<file path="src/rtl/reflex_judge.sv">
// Reflex judge: arms on a presented target lane, judges the first new key press
// (or a timeout) as hit or miss, and tallies misses up to a sticky game_over.
module reflex_judge #(
  parameter int LANES    = 8,
  parameter int WINDOW   = 16,
  parameter int MAX_MISS = 7
) (
  input  logic             clk,
  input  logic             rst,
  input  logic             clear,
  input  logic             target_valid,
  input  logic [LANES-1:0] target,
  input  logic [LANES-1:0] keys,
  output logic             busy,
  output logic             hit,
  output logic             miss,
  output logic [2:0]       miss_count,
  output logic             game_over
);

  localparam int TW = 24;
  localparam logic [TW-1:0] TIMER_LOAD = TW'(WINDOW - 1);
  localparam logic [2:0]    MAX_CNT    = 3'(MAX_MISS);

  typedef enum logic [1:0] {IDLE, ARMED, OVER} state_t;

  state_t           state;
  logic [LANES-1:0] tgt;
  logic [LANES-1:0] key_prev;
  logic [LANES-1:0] key_edge;
  logic [TW-1:0]    timer;
  logic             judged_hit;
  logic             judged_miss;
  logic [2:0]       count_next;

  // Only rising key edges count, so a key already held at arm time is ignored.
  genvar gi;
  generate
    for (gi = 0; gi < LANES; gi++) begin : g_edge
      assign key_edge[gi] = keys[gi] & ~key_prev[gi];
    end
  endgenerate

  assign busy = (state == ARMED);

  // A press on the timer==0 cycle is judged as a press, not a timeout.
  always_comb begin
    judged_hit  = 1'b0;
    judged_miss = 1'b0;
    if (state == ARMED) begin
      if (key_edge != '0) begin
        judged_hit  = (key_edge == tgt);
        judged_miss = (key_edge != tgt);
      end else if (timer == '0) begin
        judged_miss = 1'b1;
      end
    end
  end

  assign count_next = (miss_count == MAX_CNT) ? miss_count : miss_count + 3'd1;

  always_ff @(posedge clk or posedge rst) begin
    if (rst) begin
      state      <= IDLE;
      tgt        <= '0;
      key_prev   <= '0;
      timer      <= '0;
      hit        <= 1'b0;
      miss       <= 1'b0;
      miss_count <= '0;
      game_over  <= 1'b0;
    end else begin
      key_prev <= keys;
      hit      <= 1'b0;
      miss     <= 1'b0;
      if (clear) begin
        state      <= IDLE;
        tgt        <= '0;
        timer      <= '0;
        miss_count <= '0;
        game_over  <= 1'b0;
      end else begin
        case (state)
          IDLE: begin
            if (target_valid && target != '0 && !game_over) begin
              tgt   <= target;
              timer <= TIMER_LOAD;
              state <= ARMED;
            end
          end
          ARMED: begin
            if (judged_hit) begin
              hit   <= 1'b1;
              timer <= '0;
              state <= IDLE;
            end else if (judged_miss) begin
              miss       <= 1'b1;
              timer      <= '0;
              miss_count <= count_next;
              if (count_next == MAX_CNT) begin
                game_over <= 1'b1;
                state     <= OVER;
              end else begin
                state <= IDLE;
              end
            end else begin
              timer <= timer - 1'b1;
            end
          end
          OVER: begin
            state <= OVER;
          end
          default: begin
            state <= IDLE;
          end
        endcase
      end
    end
  end

endmodule
</file>
<file path="config.mk">
export PLATFORM = sky130hd
export DESIGN_NAME = reflex_judge
export DESIGN_NICKNAME = d
export VERILOG_FILES = /design/src/rtl/reflex_judge.sv
export SDC_FILE = /design/constraint.sdc
export NUM_CORES = 1
export LEC_CHECK = 0
export BUFFER_PORTS_ARGS = -buffer_cell sky130_fd_sc_hd__buf_2
export CAP_MARGIN = 20
export CORE_ASPECT_RATIO = 0.9
export CORE_UTILIZATION = 58
export CTS_CLUSTER_DIAMETER = 100
export DETAILED_ROUTE_END_ITERATION = 6
export PLACE_DENSITY = 0.79
export REMOVE_ABC_BUFFERS = 1
export SLEW_MARGIN = 20
export SYNTH_ARGS = -nofsm -noshare
export SYNTH_HDL_FRONTEND = slang
export SYNTH_SLANG_ARGS = --single-unit
</file>
<file path="constraint.sdc">
create_clock -name clk -period 2.9 [get_ports clk]
set_clock_uncertainty 0.2 [all_clocks]
set_input_delay 0.58 -clock clk [delete_from_list [all_inputs] [get_ports clk]]
set_output_delay 0.58 -clock clk [all_outputs]
set_load 0.02 [all_outputs]
</file>
==> out/results.env <==
START_KIND='flip-flop'
WORST-SLEW-PIN-TRANSITION_NS=0.828
FMAX_GHz=0.372
LEAKAGEPOWER_nW=1.29
SYNTH_AREA_PER_CELL_UM2=10.7
DIE_WIDTH_UM=70.8
POWER.SHARE.SWITCHING_PCT=28.2
DETAIL_ROUTE.DRC_VIOLATIONS=0
SYNTH_TOP_AREA_SHARE_PCT=48.6
ARRIVAL_TIME_REPORTED_FOR_THE_CRITICAL_PATH_ENDPOINT_NS=2.65
FFS_LATCHES_SYNTH=48
DETAIL_ROUTE.ITER0.VIOLATIONS=121
CLOCK_TREE.BUFFER_DEPTH=2
STATUS='complete, no violations'
PEAK_IR_DROP_ON_THE_VDD_NETWORK_mV=0.412
PORT_BUFFERS=26
PATH_CLASS='flip-flop to flip-flop'
POST_SYNTH_INST_COUNT=232
FP.DIEAREA_MM2=0.00453
CRIT_FANOUT=6
CLOCK_SINKS=48
POWER.SHARE.CLOCK_PCT=31.8
FLOORPLAN.INITIALDENSITY_PCT=60.7
ANT_NETS=0
HOLD_VIOL_FINAL=0
PLACE.GP.CONGESTION=0.794
LAYOUT.CELL_AREA.NON_FILLER_MM2=0.00280
DP_HPWL_MM=3.42
SYNTH_CELL_TYPES=47
YOSYS_SYNTHESIS_WARNING_COUNT=0
DESIGN.FINAL.NETS=287
FIN_SETUP_TNS_NS=0
DETAILEDROUTE.FIRSTPASSITERATIONCOUNT=6
H_TREE_LVLS=2
INTERNAL_PORTION_OF_TOTAL_POWER_W=0.00123
WORST_SLEW_MARGIN_REL_PCT=44.7
POST_DRT_WL_PER_CELL_UM=15.0
REG2REG_SLACK_NS=0.21
CORE.ROWCOUNT=22
ASYNC_FLOP_SHARE_PCT=100
SYNTH_AREA_LEADERS='dfrtp_1 49%, xnor2_1 5.0%, nor2_1 3.6%'
WIRELENGTH_MM=4.67
TRACK_USAGE_PCT=23.1
REPORT.FINAL.SETUP_VIOL=0
CTS.ROOT.BUFFER_CELL='clkbuf_8'
CRIT_START='timer[0]'
CRITPATHCAPTURETYPE='flip-flop'
SYNTHESIS.AREA_MM2=0.00247
GLOBALROUTEOVERFLOWTOTAL=0
COUNT_OF_FLIP_FLOPS_WITH_A_BUILT_IN_ENABLE_AFTER_SYNTHESIS=0
PIN_COUNT=27
TIMING.CRITICAL_PATH.REQUIRED_NS=2.86
DRIVE_ABOVE_1_SHARE_PCT=22.7
GRT_PASS1_WL_MM=8.22
PLACED_CELL_AREA_MM2=0.00267
WORST_HOLD_SLACK_NS=0.189
CTS_TREE='built'
CLOCK_LATENCY_LATE_SINK_NS=0.30
POWER_PER_CELL_AREA_mW_PER_MM2=613
CLK_PIN_SLEW_WORST_PATHS_NS=0.09
AVGVIACOUNTPERCELL=5.92
YS_DOMINANT_REG_CELL='dfrtp_1'
GRT_PASS1_VIAS=1826
POWER_SWITCHING_W=0.000484
CAP_VIOL_MAX_COUNT=0
CRITICAL_PATH.REG2REG.ENDPOINT='timer[18]'
INITIAL_ANTENNA_VIOLATION_COUNT=0
R2R_CELLS=8
AREAGROWTHSYNTHTOFINISH_PCT=13.2
GRT_MAX_DEGREE=42
PWR-SHARE-SEQ_PCT=44.2
CP-ENDPOINT='timer[18]'
ANTENNA_CELLS_INSERTED=0
HOLDCRITPATHCLASS='input port to flip-flop'
CTS_INSERTED_BUFFERS=5
SLEW_VIOL_FINAL=0
NETLIST.TOP_CELL.BY_AREA='dfrtp_1'
REGTOREGSTARTPOINT='timer[0]'
PLACEABLECOREAREA_MM2=0.00407
CLOCK_PERIOD_MINUS_WORST_SLACK_NS=2.69
RSZ0062_AT_GRT='false'
POWER.TOTAL_W=0.00172
POWER_FRAC_COMB_PCT=24.0
TIMING.FINAL.CRIT_SHARE_PCT=92.8
SYNTH_SEQ_AREA_SHARE_PCT=48.6
VIA_COUNT=1846
CTS_HOLD_REPAIR.BUFFERS=0
DIE_HEIGHT_UM=63.9
==> cell usage in the layout (no fill, tap or decap), types with 4 or more instances in the layout <==
cell type	count
dfrtp_1	48
buf_2	26
nor4_1	9
a22o_1	10
a21oi_1	7
nand2_1	11
a31oi_1	4
nor2_1	23
o21ai_0	8
nor3_1	11
or3_1	6
buf_4	7
clkbuf_8	5
nor2b_1	11
xor2_1	9
inv_1	4
xnor2_1	14
==> routing by layer <==
metal,GRT usage (%),vias to the layer above,part of all wire (%)
met4,5.25,0,1.1
met2,35.9,46,45
met5,0,-,0
met1,32.4,902,48
li1,-,890,-
met3,6.47,8,5.8
==> power groups by stage <==
stage / Sequential [W] / Clock (W) / Combinational, W
after detailed placement: 0.000771 / 0 / 0.000412
after CTS: 0.000758 / 0.000557 / 0.000415
after global routing: 0.000766 / 0.000583 / 0.000459
final: 0.000759 / 0.000546 / 0.000412
after global placement: 0.000768 / 0 / 0.000404
after floorplan: 0.000764 / 0 / 0.000318
==> flip-flops by register name, indices dropped and copies added (netlist names) <==
register / flops
miss_count: 3
game_over: 1
timer: 24
state: 2
tgt: 8
hit: 1
miss: 1
key_prev: 8
==> stage by stage <==
step | worst slack [ns] | std cells | util (%)
after detailed placement | 0.0849 | 305 | 65.5
final | 0.210 | 312 | 68.7
after CTS | 0.0766 | 312 | 68.6
after floorplan | 0.196 | 224 | -
after global routing | 0.0836 | 312 | 68.7
after global placement | 0.142 | 305 | 65.5
==> how the worst min path moves through the flow <==
stage | startpoint | end | slack [ns] | cells after the start
floorplan | timer[7] | timer[7] | 0.25 | 1
global placement | timer[7] | timer[7] | 0.28 | 1
detailed placement | timer[7] | timer[7] | 0.30 | 1
global route | keys[6] | key_prev[6] | 0.18 | 1
CTS | keys[0] | key_prev[0] | 0.19 | 1
finish | keys[3] | key_prev[3] | 0.19 | 1
==> worst max-delay path: stages, from the launching register on <==
cell and delay [ns]:
dfrtp_1 0.42, inv_1 0.10, ha_1 0.19, or3b_2 0.51, or2_1 0.33, or4_1 0.44, nor3_2 0.16, xnor2_1 0.16
nor2_1 0.05
==> area by class of cell <==
class | instances | area, µm²
clock buffer | 5 | 68.8
clock inverter | 2 | 60.1
fill | 309 | 1270
inverter | 7 | 26.3
multi-input combinational | 169 | 1200
sequential | 48 | 1200
tap | 48 | 60.1
timing repair buffer | 33 | 183
==> cell families (layout without fill, tap and decap cells) <==
logic type                 after synthesis  count (layout)  share of synthesized area (%)
xor gates and xnor gates                23              23                           8.15
and+or+nand+nor                        101             101                           25.5
buffers and inverters                   15              47                           2.99
muxes                                    3               3                           1.42
DFF                                     48              48                           48.6
adders and majority gates                3               3                           1.52
AOI/OAI and AO/OA                       39              39                           11.8
==> Yosys cell counts (3+ instances only) <==
cell       n
o21a_1     3
inv_1      5
dfrtp_1   48
or3_1      6
nor4_1     9
o21ai_0    8
xnor2_1   14
xor2_1     9
ha_1       3
nor3_1    11
nand2_1   11
nor2b_1   11
nor4_2     3
a31oi_1    4
nand2b_1   3
a22o_1    10
clkbuf_1   4
nor2_1    24
a21oi_1    7
==> what timing repair did <==
| item | 4_1_cts | 5_1_grt |
|---|---|---|
| buffers inserted | 0 | 0 |
| setup endpoints to repair | 0 | 14 |
| resized for setup | 0 | 1 |
Power figures use the tool's default switching activity.
